[config.mk]
export PLATFORM = sky130hd
export DESIGN_NAME = sys_bus_interconnect_sync
export DESIGN_NICKNAME = d
export VERILOG_FILES = /design/src/rtl/sys_bus_interconnect_sync.sv
export SDC_FILE = /design/constraint.sdc
export NUM_CORES = 1
export LEC_CHECK = 0
export BUFFER_PORTS_ARGS = -buffer_cell sky130_fd_sc_hd__buf_2
export CAP_MARGIN = 25
export CORE_AREA = 2 2 286 288
export DETAILED_ROUTE_END_ITERATION = 6
export DIE_AREA = 0 0 288 290
export PLACE_DENSITY = 0.43
export SLEW_MARGIN = 20
export SYNTH_ARGS = -nofsm -noshare
export SYNTH_HDL_FRONTEND = slang
export SYNTH_SLANG_ARGS = --single-unit
[constraint.sdc]
create_clock -name clk_i -period 7.2 [get_ports clk_i]
set_clock_uncertainty 0.05 [all_clocks]
set_input_delay 0.72 -clock clk_i [delete_from_list [all_inputs] [get_ports clk_i]]
set_output_delay 0.72 -clock clk_i [all_outputs]
set_load 0.05 [all_outputs]
[src/rtl/sys_bus_interconnect_sync.sv]
// sys_bus_interconnect_sync: registered one-master to SN-slave bus with broadcast ("sync") writes.
// Latency: master ack 3+ cycles after strobe; 2 on a decode error; TMO+2 on slave timeout.
// Backpressure: one transaction outstanding; master strobes outside IDLE are dropped and never acked.
// Ports:
//   clk_i, rst_i                  clock, asynchronous active-high reset
//   m_addr_i, m_wdata_i           master address / write data
//   m_wen_i, m_ren_i              master write / read strobes (write wins if both set)
//   m_rdata_o, m_err_o, m_ack_o   master response, ack is a one-cycle pulse
//   s_addr_o, s_wdata_o           address / write data shared by all slaves, held REQ..RESP
//   s_wen_o, s_ren_o              per-slave one-cycle strobes
//   s_rdata_i, s_err_i, s_ack_i   per-slave responses
module sys_bus_interconnect_sync #(
  parameter int              SN            = 16,
  parameter int              SW            = 20,
  parameter int              SYNC_IN_BUS   = -1,
  parameter logic [SN-1:0]   SYNC_OUT_MASK = '0,
  parameter int              NR            = 4,
  parameter int              SYNC_REG_OFS [NR] = '{default: -1},
  parameter int              TMO           = 255
) (
  input  logic                 clk_i,
  input  logic                 rst_i,
  input  logic [31:0]          m_addr_i,
  input  logic [31:0]          m_wdata_i,
  input  logic                 m_wen_i,
  input  logic                 m_ren_i,
  output logic [31:0]          m_rdata_o,
  output logic                 m_err_o,
  output logic                 m_ack_o,
  output logic [31:0]          s_addr_o,
  output logic [31:0]          s_wdata_o,
  output logic [SN-1:0]        s_wen_o,
  output logic [SN-1:0]        s_ren_o,
  input  logic [SN-1:0][31:0]  s_rdata_i,
  input  logic [SN-1:0]        s_err_i,
  input  logic [SN-1:0]        s_ack_i
);

  localparam int            SL   = (SN > 1) ? $clog2(SN) : 1;
  localparam int            CW   = (TMO > 0) ? $clog2(TMO + 1) : 1;
  localparam logic [SL:0]   SN_L = (SL + 1)'(SN);

  typedef enum logic [1:0] {IDLE, REQ, WAIT, RESP} state_t;

  state_t         state_q;
  logic [31:0]    addr_q, wdata_q, rdata_q;
  logic           wr_q, derr_q, ack_q, err_q;
  logic [SN-1:0]  pend_q, wen_q, ren_q;
  logic [CW-1:0]  cnt_q;

  // Request decode, evaluated on the incoming master address.
  logic [SL-1:0]  idx_d;
  logic           dec_err_d, sync_hit_d;
  logic [SN-1:0]  sel_d, tgt_d;

  always_comb begin
    idx_d     = m_addr_i[SW +: SL];
    dec_err_d = ({1'b0, idx_d} >= SN_L);
    sel_d     = '0;
    for (int i = 0; i < SN; i++) begin
      if (idx_d == SL'(i)) sel_d[i] = 1'b1;
    end
    sync_hit_d = 1'b0;
    if (SYNC_IN_BUS >= 0 && SYNC_IN_BUS < SN && idx_d == SL'(SYNC_IN_BUS)) begin
      for (int k = 0; k < NR; k++) begin
        if (SYNC_REG_OFS[k] >= 0 && m_addr_i[SW-1:0] == SW'(SYNC_REG_OFS[k])) sync_hit_d = 1'b1;
      end
    end
    tgt_d = sel_d;
    if (m_wen_i && sync_hit_d) tgt_d = sel_d | SYNC_OUT_MASK;
    if (dec_err_d) tgt_d = '0;
  end

  // Response collection: only the first ack of each still-pending target counts.
  logic [SN-1:0]  hit_d, pend_d;
  logic           err_hit_d, rd_hit_d, tmo_hit_d;
  logic [31:0]    rd_dat_d;

  always_comb begin
    hit_d     = pend_q & s_ack_i;
    pend_d    = pend_q & ~s_ack_i;
    err_hit_d = |(hit_d & s_err_i);
    rd_hit_d  = 1'b0;
    rd_dat_d  = '0;
    // A read has a single target, so at most one hit bit is set here.
    for (int i = 0; i < SN; i++) begin
      if (hit_d[i]) begin
        rd_hit_d = !wr_q;
        rd_dat_d = s_rdata_i[i];
      end
    end
    // cnt_q holds the WAIT cycles already spent; this cycle is the TMO-th one.
    tmo_hit_d = (TMO != 0) && (cnt_q == CW'(TMO - 1));
  end

  always_ff @(posedge clk_i or posedge rst_i) begin
    if (rst_i) begin
      state_q <= IDLE;
      addr_q  <= '0;
      wdata_q <= '0;
      rdata_q <= '0;
      wr_q    <= 1'b0;
      derr_q  <= 1'b0;
      ack_q   <= 1'b0;
      err_q   <= 1'b0;
      pend_q  <= '0;
      wen_q   <= '0;
      ren_q   <= '0;
      cnt_q   <= '0;
    end else begin
      // Slave strobes are single-cycle pulses by default.
      wen_q <= '0;
      ren_q <= '0;
      case (state_q)
        IDLE: begin
          if (m_wen_i || m_ren_i) begin
            addr_q  <= m_addr_i;
            wdata_q <= m_wdata_i;
            wr_q    <= m_wen_i;
            derr_q  <= dec_err_d;
            pend_q  <= tgt_d;
            cnt_q   <= '0;
            if (m_wen_i) wen_q <= tgt_d;
            else         ren_q <= tgt_d;
            state_q <= REQ;
          end
        end
        REQ: begin
          if (derr_q) begin
            ack_q   <= 1'b1;
            err_q   <= 1'b1;
            rdata_q <= '0;
            state_q <= RESP;
          end else begin
            // Acks landing in the strobe cycle already retire their slave.
            pend_q  <= pend_d;
            err_q   <= err_q | err_hit_d;
            if (rd_hit_d) rdata_q <= rd_dat_d;
            state_q <= WAIT;
          end
        end
        WAIT: begin
          pend_q <= pend_d;
          err_q  <= err_q | err_hit_d;
          if (rd_hit_d) rdata_q <= rd_dat_d;
          if (cnt_q != {CW{1'b1}}) cnt_q <= cnt_q + 1'b1;
          if (pend_d == '0) begin
            ack_q   <= 1'b1;
            state_q <= RESP;
          end else if (tmo_hit_d) begin
            // Abandon stragglers: clearing pending makes their later acks irrelevant.
            ack_q   <= 1'b1;
            err_q   <= 1'b1;
            rdata_q <= '0;
            pend_q  <= '0;
            state_q <= RESP;
          end
        end
        RESP: begin
          ack_q   <= 1'b0;
          err_q   <= 1'b0;
          rdata_q <= '0;
          pend_q  <= '0;
          state_q <= IDLE;
        end
        default: state_q <= IDLE;
      endcase
    end
  end

  if (SW + SL < 32) begin : g_addr_hi
    logic unused_addr_hi;
    assign unused_addr_hi = ^m_addr_i[31:SW+SL];
  end

  assign m_rdata_o = rdata_q;
  assign m_err_o   = err_q;
  assign m_ack_o   = ack_q;
  assign s_addr_o  = addr_q;
  assign s_wdata_o = wdata_q;
  assign s_wen_o   = wen_q;
  assign s_ren_o   = ren_q;

endmodule

## Word level (Yosys, flattened, before mapping)

Index checks and enable logic that the tools add are counted.

| operators by class | value |
|---|---|
| add/sub/neg operators | 1 |
| equality and inequality tests | 23 |
| mux-type cells | 75 |
| bitwise logic cells | 6 |
| reductions and logical operators | 12 |

Operators by type and width:

| cell | count |
|---|---|
| 32-bit 2-to-1 mux | 19 |
| 16-bit 2-to-1 mux | 9 |
| 32-bit one-hot mux with 3 select lines | 1 |
| 16-bit one-hot mux with 4 select lines | 1 |
| 16-bit AND | 3 |
| 1-bit 2-to-1 mux | 36 |
| 4-bit == test, second input constant | 8 |
| 4-bit by 3-bit == test with 1-bit output, second input constant | 4 |
| 16-bit zero test | 1 |
| 8-bit 2-to-1 mux | 2 |
| 16-bit NOT | 1 |
| 8-bit one-hot mux with 2 select lines | 1 |
| 16-bit OR reduction | 1 |
| 8-bit by 1-bit adder with 8-bit output, second input constant | 1 |
| 4-bit by 2-bit == test with 1-bit output, second input constant | 2 |
| 8-bit == test, second input constant | 1 |
| 8-bit inequality test, second input constant | 1 |
| 2-bit one-hot mux with 4 select lines | 1 |
| 2-bit 2-to-1 mux | 3 |
| 3-bit AND reduction | 2 |
| 2-bit == test, second input constant | 2 |
| 4-bit by 1-bit == test with 1-bit output, second input constant | 1 |
| 4-bit zero test | 1 |
| 2-bit inequality test, second input constant | 2 |
| 12 further kinds | 13 |

| word-level totals | value |
|---|---|
| bits in registers | 157 |
| output and inout bits | 130 |
| word-level logic and storage cells | 128 |

## Depth between registers and ports, before layout

Gate-level depths: netlist of run 1.

| logic depth | value |
|---|---|
| depth after elaboration | 21 |
| depth in mapped cells | 9 |
| gate-level depth less buffers | 8 |

## Least setup slack after synthesis of run 1

No wires, ideal clock.

| timing path | value |
|---|---|
| kind | input-to-reg |
| from | input port s_ack_i[10] |
| to | register rdata_q[1] (netlist: m_rdata_o[1]) |
| library setup time | 0.066 ns |
| data arrival time | 2.633 ns |
| required time | 7.084 ns |
| path slack | 4.451 ns |
| stages | 8 |
| path buffers | 2 |
| cells stage by stage | clkbuf_1 -> a22o_1 -> or4b_4 -> o31ai_4 -> buf_6 -> a221oi_2 -> a2111oi_2 -> o22a_1 |

| on the way | value |
|---|---|
| longest elaborated chain between the ends | 11 |
| elaborated cells between the ends (all ways) | 20 |
| those cells by class | 16 x mux; 3 x bitwise; 1 x reduce/logical |

Ends and longest elaborated chain:

| what | RTL line | text |
|---|---|---|
| start, declared | 36 | `input logic [SN-1:0] s_ack_i` |
| 16-bit AND | 80 | `hit_d = pend_q & s_ack_i;` |
| 32-bit 2-to-1 mux or 1-bit 2-to-1 mux (tied branches) (6 in a row) | 87 | `if (hit_d[i]) begin` |
| 32-bit 2-to-1 mux | 138 | `if (rd_hit_d) rdata_q <= rd_dat_d;` |
| 32-bit 2-to-1 mux | 150 | `end else if (tmo_hit_d) begin` |
| 32-bit 2-to-1 mux | 147 | `if (pend_d == '0) begin` |
| 32-bit one-hot mux with 3 select lines * | 114 | `case (state_q)` |
| end signal, assigned | 138 |  |
| end signal, assigned | 145 | `if (rd_hit_d) rdata_q <= rd_dat_d;` |
| end, declared | 46 | `logic [31:0] addr_q, wdata_q, rdata_q;` |

Every way passes the cells marked *; elsewhere a longest branch is shown, timed or not.
A chain may end at the register's enable or synchronous reset.

## Worst setup path after layout of run 1

| timing path | value |
|---|---|
| from | input port s_ack_i[13] |
| to | register rdata_q[5] (netlist: m_rdata_o[5]) |

| on the way | value |
|---|---|
| longest elaborated chain between the ends | 8 |
| elaborated cells between the ends (all ways) | 14 |
| those cells by class | 10 x mux; 3 x bitwise; 1 x reduce/logical |

Ends and longest elaborated chain:

| what | RTL line |
|---|---|
| 16-bit AND | 80 |
| 32-bit 2-to-1 mux or 1-bit 2-to-1 mux (tied branches) (3 in a row) | 87 |
| 32-bit 2-to-1 mux | 138 |
| 32-bit 2-to-1 mux | 150 |
| 32-bit 2-to-1 mux | 147 |
| 32-bit one-hot mux with 3 select lines * | 114 |

Marked as above.

==> impl_metrics.env, run 1 <==
export IMPL_antenna_left=0
export IMPL_hpwl_um=74500
export IMPL_final_cell_area_sq_mm=0.0179
export IMPL_crit_fanout=33
export IMPL_max_freq_mhz=271
export IMPL_drt_total_wl_um=95800
export IMPL_finalHoldViolations=0
export IMPL_wl_per_cell_um=29.0
export IMPL_post_cts_resized=0
export IMPL_rsz0062_at_grt="no"
export IMPL_leakagePower_nw=8.81
export IMPL_synth_edff_count=0
export IMPL_fp_dieH_um=290
export IMPL_powerDensity_mw_per_mm2=303
export IMPL_io_pins=742
export IMPL_synth_common_cells="nand2_1, dfrtp_1, clkbuf_1, a21oi_1, nand3_1"
export IMPL_yosysTopAreaCell="dfrtp_1"
export IMPL_post_cts_buffers=0
export IMPL_grt_pass1_wl_um=131000
export IMPL_seq_area_frac_synth=0.316
export IMPL_antenna_found_initial=57
export IMPL_outcome="finished, final reports clean"
export IMPL_area_delta_synth_final_pct=43.9
export IMPL_htree_levels=4
export IMPL_crit_end="m_rdata_o[5]"
export IMPL_rows=104
export IMPL_finalWorstPathRequiredPeriod_ns=3.68
export IMPL_reg2reg_to="m_rdata_o[5]"
export IMPL_ys_seq_elements=157
export IMPL_start_kind="input port"
export IMPL_hold_path_class="input port to register"
export IMPL_synthTopCellsByArea="dfrtp_1, nand2_1, a21oi_1"
export IMPL_clk_latency_ns=0.48
export IMPL_fin_setup_tns_ns=0
export IMPL_cts_made_buffers=17
export IMPL_nNetsFinal=2832
export IMPL_grt_max_degree=86
export IMPL_ff2ff_setup_slack_ns=3.78
export IMPL_grt_overflow=0
export IMPL_clockBufferDepth=2
export IMPL_finalPower_mw=5.42
export IMPL_syn_area_per_cell_sq_um=7.89
export IMPL_avgViaCountPerCell=5.09
export IMPL_syn_num_nets=2195
export IMPL_post_place_ws_ns=3.04
export IMPL_die_area_sq_mm=0.0835
export IMPL_drt_iter0_drc=1450
export IMPL_post_route_period_util=0.512
export IMPL_synthArstFlopShare=1.00
export IMPL_ff2ff_path_depth=7
export IMPL_syn_area_sq_mm=0.0124
export IMPL_placedInstanceArea_sq_mm=0.0172
export IMPL_endpoint_kind="register"
export IMPL_yosys_cell_types_count=57
export IMPL_gr_usage_all_layers=0.221
export IMPL_synth_most_common_cell="nand2_1"
export IMPL_cts_num_sinks=157
export IMPL_setup_viol_count_final=0
export IMPL_yosys_warnings=0
export IMPL_layout_drive_gt1_share=0.406
export IMPL_vias=16900
export IMPL_critPathKind="input port to register"
export IMPL_setup_slack_ns=3.52
export IMPL_clkTransAtPathRegs_ns=0.09
export IMPL_rr_startpoint="pend_q[10]"
export IMPL_worst_pin_slew_ns=1.17
export IMPL_hold_buffers=0
export IMPL_grt_pass1_vias=16900
export IMPL_slew_viol_final=0
export IMPL_core_sq_mm=0.0802
export IMPL_synth_top_area_share=0.316
export IMPL_root_buffer="clkbuf_16"
export IMPL_worstPathRequired_ns=7.57
export IMPL_drc=0
export IMPL_drt_pass1_iter_count=6
export IMPL_io_buffers=741
export IMPL_fill_cells=9171
export IMPL_start_util=0.155
export IMPL_peakVddDrop_mv=0.376
export IMPL_worstPathArrival_ns=4.05
export IMPL_ys_flop_type="dfrtp_1"
export IMPL_synth_cells=1577
export IMPL_relSlewSlack=0.207
export IMPL_critPathLaunch="s_ack_i[13]"
export IMPL_cts_tree="done"
export IMPL_die_w_um=288
export IMPL_place_gp_congestion=0.922
export IMPL_cap_viol_max_count=0
[metrics by stage]
| stage | utilization | std cells | hold WS, ns |
|---|---|---|---|
| after floorplan | - | 1577 | 0.402 |
| after global placement | 0.214 | 3252 | 0.409 |
| after detailed placement | 0.214 | 3253 | 0.409 |
| after CTS | 0.222 | 3285 | 0.317 |
| after global routing | 0.223 | 3296 | 0.349 |
| final | 0.223 | 3310 | 0.367 |
[report_power, final]
group / internal [mW] / switching [mW]
registers: 1.17 / 0.184
logic: 0.773 / 2.28
clock network: 0.511 / 0.505
total: 2.46 / 2.97
[worst max-delay path, stage by stage]
cell       delay (ns)
buf_2            0.08
buf_4            0.45
and2_2           0.74
buf_4            0.37
o311ai_1         0.27
nor4_1           0.60
a21oi_1          0.22
a2111oi_2        0.35
o22a_1           0.19
[layout by cell type, fill, tap and decap left out, drive strengths merged, types with 3 or more instances in the layout]
cell type  count
nand4          4
ha             6
a21o           5
clkbuf        19
o21a           3
diode         23
nor3          37
or2            4
nor4          66
o22ai          3
dfrtp        157
nor2          91
a2111oi       31
buf          779
a32oi          4
a31oi          4
o311ai        61
o211ai         4
and3          61
or3            3
a221oi        33
nand2b         5
a21oi        128
nand3        106
a311oi        30
and2          10
clkinv         6
a221o         16
o21ai         45
a211oi        31
o221ai        30
nand2        227
a22oi         34
o22a          31
inv           47
nor2b         20
nand3b        60
a22o           7
[final cells by class]
type | instances | area [sq um] | area share
Timing Repair Buffer | 780 | 4020 | 0.224
Tap cell | 1060 | 1330 | 0.0741
Clock inverter | 14 | 188 | 0.0105
Multi-Input combinational cell | 1217 | 7780 | 0.435
Sequential cell | 157 | 3930 | 0.220
Antenna cell | 23 | 57.6 | 0.00322
Clock buffer | 18 | 439 | 0.0245
Inverter | 41 | 159 | 0.00888
[metal layers]
metal / routed length, um / part of all wire / global-route usage / vias to the layer above
li1: - / - / - / 7385
met1: 36600 / 0.38 / 0.259 / 8178
met2: 45800 / 0.48 / 0.375 / 1065
met3: 9280 / 0.097 / 0.0634 / 197
met4: 4000 / 0.042 / 0.0881 / 30
met5: 197 / 0.0021 / 0 / -
[flip-flops by register name, indices dropped and copies added, names as in the netlist]
register / count
cnt_q: 8
m_ack_o: 1
m_err_o: 1
m_rdata_o: 32
pend_q: 16
s_addr_o: 32
s_ren_o: 16
s_wdata_o: 32
s_wen_o: 16
state_q: 2
wr_q: 1
[worst min-delay path by stage]
stage | from | end | slack (ns) | cells after the start
finish | m_addr_i[24] | s_addr_o[24] | 0.37 | 3
detailed placement | s_wdata_o[30] | s_wdata_o[30] | 0.41 | 2
global placement | s_wdata_o[16] | s_wdata_o[16] | 0.41 | 2
floorplan | cnt_q[7] | cnt_q[7] | 0.40 | 1
CTS | m_addr_i[24] | s_addr_o[24] | 0.32 | 3
global route | m_addr_i[25] | s_addr_o[25] | 0.35 | 3
[logic make-up after synthesis]
logic type / Yosys count / synth area share
compound gates: 511 / 0.331
flops: 157 / 0.316
fa+ha+maj: 6 / 0.00604
buf+inv: 203 / 0.0648
simple gates: 697 / 0.279
mux: 3 / 0.00252
Note: power is estimated with default switching activity, not from simulation.
==> inputs of run 2 (changes only) <==
--- a/config.mk
+++ b/config.mk
@@ -7,9 +7,9 @@
 export LEC_CHECK = 0
 export BUFFER_PORTS_ARGS = -buffer_cell sky130_fd_sc_hd__buf_2
 export CAP_MARGIN = 25
-export CORE_AREA = 2 2 286 288
+export CORE_AREA = 2 2 291 293
 export DETAILED_ROUTE_END_ITERATION = 6
-export DIE_AREA = 0 0 288 290
+export DIE_AREA = 0 0 293 295
 export PLACE_DENSITY = 0.43
 export SLEW_MARGIN = 20
 export SYNTH_ARGS = -nofsm -noshare
==> constraint.sdc (replaced) <==
create_clock -name clk_i -period 3.2 [get_ports clk_i]
set_clock_uncertainty 0.05 [all_clocks]
set_input_delay 0.32 -clock clk_i [delete_from_list [all_inputs] [get_ports clk_i]]
set_output_delay 0.32 -clock clk_i [all_outputs]
set_load 0.05 [all_outputs]
==> run 2 against run 1 <==
  * Wire length grew 2.0%
  * Register-to-register slack worse by 3.5 ns
  * Final cell count grew 4.4%
  * Clock power rose by 130%
  * Critical path type is now register to register
  * Worst setup slack worse by 3.3 ns
  * Core utilization rose by 0.69 points
  * Non-clock buffer count up 112
  * Via count up 0.56%
  * Design area up 7.0%
  * First-iteration DRC count down 15%
  * Hold slack lost 0.32 ns
==> impl_metrics.env, run 2 (synthesis results as in run 1) <==
export IMPL_fp_dieH_um=295
export IMPL_cts_tree="done"
export IMPL_nNetsFinal=2944
export IMPL_clkTransAtPathRegs_ns=0.09
export IMPL_start_util=0.150
export IMPL_peakVddDrop_mv=0.596
export IMPL_endpoint_kind="register"
export IMPL_io_pins=742
export IMPL_area_delta_synth_final_pct=53.9
export IMPL_io_buffers=741
export IMPL_place_gp_congestion=0.899
export IMPL_post_route_period_util=0.921
export IMPL_powerDensity_mw_per_mm2=651
export IMPL_worst_pin_slew_ns=1.04
export IMPL_worstPathArrival_ns=3.28
export IMPL_slew_viol_final=0
export IMPL_grt_pass1_vias=17000
export IMPL_hold_depth=3
export IMPL_leakagePower_nw=9.38
export IMPL_vias=16900
export IMPL_hold_buffers=58
export IMPL_critical_path_n_buffers_inverters=1
export IMPL_grt_overflow=0
export IMPL_grt_pass1_wl_um=133000
export IMPL_outcome="finished, final reports clean"
export IMPL_rsz0062_at_grt="no"
export IMPL_clk_latency_ns=0.49
export IMPL_hpwl_um=79200
export IMPL_relSlewSlack=0.296
export IMPL_post_cts_buffers=0
export IMPL_setup_viol_count_final=0
export IMPL_crit_family="compound AO/OA/AOI/OAI gates"
export IMPL_hold_path_class="input port to register"
export IMPL_drt_iter0_drc=1231
export IMPL_max_stage_delay_ns=0.86
export IMPL_fin_worst_hold_slack_ns=0.0454
export IMPL_mostFrequentLayoutCells="buf_2, nand2_1, dfrtp_1"
export IMPL_die_area_sq_mm=0.0864
export IMPL_wl_per_cell_um=28.3
export IMPL_crit_chain="nand2_2 -> o311ai_0 -> buf_4 -> a21oi_1 -> a221oi_2 -> a211oi_1 -> o22a_1"
export IMPL_crit_slowest_cell="o311ai_0"
export IMPL_start_kind="register"
export IMPL_drc=0
export IMPL_htree_levels=4
export IMPL_cts_num_sinks=157
export IMPL_root_buffer="clkbuf_16"
export IMPL_layout_drive_gt1_share=0.409
export IMPL_finalWorstPathRequiredPeriod_ns=2.95
export IMPL_cap_viol_max_count=0
export IMPL_final_cell_area_sq_mm=0.0191
export IMPL_placedInstanceArea_sq_mm=0.0178
export IMPL_finalHoldViolations=0
export IMPL_drt_total_wl_um=97800
export IMPL_critPathKind="register to register"
export IMPL_post_cts_resized=0
export IMPL_final_common_cell="buf_2"
export IMPL_drt_pass1_iter_count=5
export IMPL_worstPathRequired_ns=3.54
export IMPL_finalPower_mw=12.5
export IMPL_ff2ff_path_depth=7
export IMPL_timing_critical_path_depth=7
export IMPL_cts_made_buffers=17
export IMPL_grt_max_degree=108
export IMPL_antenna_left=0
export IMPL_die_w_um=293
export IMPL_max_freq_mhz=339
export IMPL_antenna_found_initial=93
export IMPL_setup_slack_ns=0.254
export IMPL_post_place_ws_ns=0.250
export IMPL_fin_setup_tns_ns=0
export IMPL_crit_fanout=30
export IMPL_core_sq_mm=0.0832
export IMPL_avgViaCountPerCell=4.91
export IMPL_clockBufferDepth=2
export IMPL_gr_usage_all_layers=0.219
export IMPL_rows=106
## run 2: layout make-up
cell class              instances  area (sq um)
clock buffers                  18           439
fillers                      9353         64000
diodes                         35          87.6
clock inverters                14           190
multi-input cells            1217          7780
well taps                    1080          1350
flip-flops and latches        157          3930
repair buffers                892          5200
inverters                      41           158
## run 2: path summary, 6_finish.rpt
| check | slack, ns | from | end |
|---|---|---|---|
| max | 0.25 | pend_q[12] | m_rdata_o[28] |
| min | 0.05 | m_wdata_i[31] | s_wdata_o[31] |
| max reg2reg | 0.25 | pend_q[12] | m_rdata_o[28] |
| min reg2reg | 0.42 | s_wdata_o[7] | s_wdata_o[7] |
| max in group asynchronous | 1.99 | rst_i | pend_q[3] |
| min in group asynchronous | 0.52 | rst_i | s_ren_o[1] |
## run 2: report_power, final
group / switching [mW] / internal, mW
registers: 0.414 / 2.64
clock network: 1.16 / 1.16
logic: 5.12 / 1.99
total: 6.69 / 5.79
## run 2: layer usage
layer,GRT usage,up-vias,wire length (um)
met3,0.0898,243,10300
met5,0,-,611
met2,0.374,896,46800
met1,0.244,8098,36500
met4,0.0821,98,3580
li1,-,7614,-
## run 2: through the flow
stage / instances / utilization
finish: 3454 / 0.230
global route: 3435 / 0.230
CTS: 3419 / 0.229
detailed placement: 3329 / 0.215
global placement: 3328 / 0.214
floorplan: 1577 / -
## run 2: tightest hold or removal path, delay by kind of cell
kind	cells	cell delay, ns
buffers and inverters	1	0.08
AND/OR/NAND/NOR	2	0.15
==> inputs of run 3 (changes only) <==
--- a/config.mk
+++ b/config.mk
@@ -5,12 +5,13 @@
 export SDC_FILE = /design/constraint.sdc
 export NUM_CORES = 1
 export LEC_CHECK = 0
+export ABC_AREA = 1
 export BUFFER_PORTS_ARGS = -buffer_cell sky130_fd_sc_hd__buf_2
 export CAP_MARGIN = 25
-export CORE_AREA = 2 2 291 293
+export CORE_AREA = 2 2 289 291
 export DETAILED_ROUTE_END_ITERATION = 6
-export DIE_AREA = 0 0 293 295
-export PLACE_DENSITY = 0.43
+export DIE_AREA = 0 0 291 293
+export PLACE_DENSITY = 0.44
 export SLEW_MARGIN = 20
 export SYNTH_ARGS = -nofsm -noshare
 export SYNTH_HDL_FRONTEND = slang
==> run 3 against run 2 <==
  * Worst setup slack better by 0.28 ns
  * Design area is 0.69% lower
  * Wire length is 20% lower
  * Critical endpoint is now m_rdata_o[26]
  * Largest power group unchanged
  * Area after synthesis is 4.4% higher
  * Synthesized cell count is 44% higher
==> impl_metrics.env, run 3 <==
export IMPL_clkTransAtPathRegs_ns=0.08
export IMPL_grt_pass1_vias=17000
export IMPL_cts_num_sinks=157
export IMPL_crit_chain="nand2_1 -> buf_12 -> inv_1 -> buf_4 -> nand2_1 -> nand2_1 -> inv_1 -> nand2_1 -> nand2_1 -> nand2_1 -> nand2_1 -> nand2_1 -> nand2_1 -> nand2_1 -> nand2_1 -> nand2_1 -> nand2_1 -> nand2_1 -> nand2_1 -> nand2_1"
export IMPL_cap_viol_max_count=0
export IMPL_synthTopCellsByArea="nand2_1, dfrtp_1, nor2_1"
export IMPL_seq_area_frac_synth=0.303
export IMPL_relSlewSlack=0.535
export IMPL_layout_drive_gt1_share=0.294
export IMPL_synth_common_cells="nand2_1, nor2_1, dfrtp_1, inv_1, a21oi_1"
export IMPL_endpoint_kind="register"
export IMPL_syn_num_nets=2887
export IMPL_post_route_period_util=0.834
export IMPL_drt_pass1_iter_count=5
export IMPL_drt_iter0_drc=767
export IMPL_root_buffer="clkbuf_16"
export IMPL_fp_dieH_um=293
export IMPL_ff2ff_setup_slack_ns=0.53
export IMPL_grt_overflow=0
export IMPL_worstPathRequired_ns=3.58
export IMPL_crit_family="simple AND/OR/NAND/NOR gates"
export IMPL_clk_latency_ns=0.50
export IMPL_yosys_cell_types_count=41
export IMPL_crit_fanout=34
export IMPL_synth_top_area_share=0.310
export IMPL_area_delta_synth_final_pct=46.5
export IMPL_core_sq_mm=0.0818
export IMPL_finalWorstPathRequiredPeriod_ns=2.67
export IMPL_io_pins=742
export IMPL_yosysTopAreaCell="nand2_1"
export IMPL_max_stage_delay_ns=0.35
export IMPL_powerDensity_mw_per_mm2=596
export IMPL_outcome="finished, final reports clean"
export IMPL_critical_path_n_buffers_inverters=4
export IMPL_mostFrequentLayoutCells="nand2_1, buf_2, nor2_1"
export IMPL_yosys_warnings=0
export IMPL_rsz0062_at_grt="no"
export IMPL_final_common_cell="nand2_1"
export IMPL_worstPathArrival_ns=3.05
export IMPL_rows=105
export IMPL_place_gp_congestion=0.851
export IMPL_setup_viol_count_final=0
export IMPL_syn_area_sq_mm=0.0130
export IMPL_synthArstFlopShare=1.00
export IMPL_syn_area_per_cell_sq_um=5.72
export IMPL_vias=16900
export IMPL_drt_total_wl_um=78400
export IMPL_grt_pass1_wl_um=113000
export IMPL_die_area_sq_mm=0.0853
export IMPL_ys_flop_type="dfrtp_1"
export IMPL_hpwl_um=63900
export IMPL_die_w_um=291
export IMPL_post_cts_buffers=0
export IMPL_slew_viol_final=0
export IMPL_max_freq_mhz=375
export IMPL_peakVddDrop_mv=0.606
export IMPL_crit_slowest_cell="dfrtp_1"
export IMPL_path_common_cell="nand2_1"
export IMPL_fin_setup_tns_ns=0
export IMPL_antenna_left=0
export IMPL_cts_made_buffers=17
export IMPL_io_buffers=741
export IMPL_fin_util=0.232
export IMPL_clockBufferDepth=2
export IMPL_critPathKind="register to register"
export IMPL_cts_tree="done"
export IMPL_start_kind="register"
export IMPL_drc=0
export IMPL_avgViaCountPerCell=4.12
export IMPL_post_cts_resized=0
export IMPL_gr_usage_all_layers=0.179
export IMPL_wl_per_cell_um=19.1
export IMPL_antenna_found_initial=20
export IMPL_hold_buffers=59
export IMPL_htree_levels=4
export IMPL_leakagePower_nw=10.9
export IMPL_synth_most_common_cell="nand2_1"
export IMPL_finalHoldViolations=0
export IMPL_grt_max_degree=74
export IMPL_nNetsFinal=3625
export IMPL_synth_edff_count=0
export IMPL_start_util=0.159
export IMPL_worst_pin_slew_ns=0.697
export IMPL_synth_cells=2269
export IMPL_finalPower_mw=11.3
export IMPL_ys_seq_elements=157
export IMPL_hold_path_class="input port to register"
run 3: cell count changes after synthesis, moves of 65 or more:
cell / previous run / this run
inv_1: 41 / 143
nand2_1: 227 / 1072
nor2_1: 91 / 303
clkbuf_1: 138 / 55
nor4_1: 66 / 1
run 3: worst reg2reg max path, stage by stage, from the launching register on:
cell	delay, ns
dfrtp_1	0.35
nand2_1	0.08
buf_12	0.17
inv_1	0.32
buf_4	0.34
nand2_1	0.09
nand2_1	0.07
inv_1	0.04
nand2_1	0.20
nand2_1	0.08
nand2_1	0.06
nand2_1	0.13
nand2_1	0.18
nand2_1	0.07
nand2_1	0.05
nand2_1	0.05
nand2_1	0.05
nand2_1	0.05
nand2_1	0.07
nand2_1	0.05
nand2_1	0.05
run 3: worst paths after layout:
path / start / to / depth (start not counted)
max: pend_q[6] / m_rdata_o[26] / 20
min: m_addr_i[2] / s_addr_o[2] / 3
max reg2reg: pend_q[6] / m_rdata_o[26] / 20
min reg2reg: s_wdata_o[17] / s_wdata_o[17] / 2
max in group asynchronous: rst_i / m_rdata_o[15] / 4
min in group asynchronous: rst_i / s_addr_o[23] / 3
run 3: logic make-up after synthesis:
| family | synth area share |
|---|---|
| buffers and inverters | 0.103 |
| adders and majority gates | 0.00578 |
| DFF | 0.303 |
| xor gates and xnor gates | 0.000675 |
| and+or+nand+nor | 0.504 |
| AOI/OAI and AO/OA | 0.0836 |
run 3: area by class of cell:
class	count	area [sq um]
Fill cell	9505	62800
Antenna cell	5	12.5
Sequential cell	157	3930
Inverter	153	579
Multi-Input combinational cell	1825	7740
Clock buffer	17	425
Tap cell	1070	1340
Timing Repair Buffer	853	4800
Clock inverter	15	189
run 3: metal layers:
layer  wire length (um)  up-vias  track usage
met4               2290       26       0.0598
met5                175        -            0
met1              32600     7592        0.213
li1                   -     8504            -
met3               5380      101       0.0473
met2              37900      639        0.314
run 3: through the flow:
| stage | instance area (sq um) | hold WS (ns) | instances | setup slack [ns] |
|---|---|---|---|---|
| 2_1_floorplan | 13000 | 0.387 | 2269 | 0.843 |
| 3_3_place_gp | 17800 | 0.245 | 3999 | 0.389 |
| 3_5_place_dp | 17800 | 0.249 | 3999 | 0.378 |
| 4_1_cts | 19000 | 0.0205 | 4090 | 0.470 |
| 5_1_grt | 19000 | 0.0460 | 4094 | 0.291 |
| 6_report | 19000 | 0.0562 | 4095 | 0.532 |
run 3: where the power goes:
group | internal [mW] | switching, mW
registers | 2.59 | 0.380
clock network | 1.06 | 1.14
logic | 1.58 | 4.58
total | 5.23 | 6.10
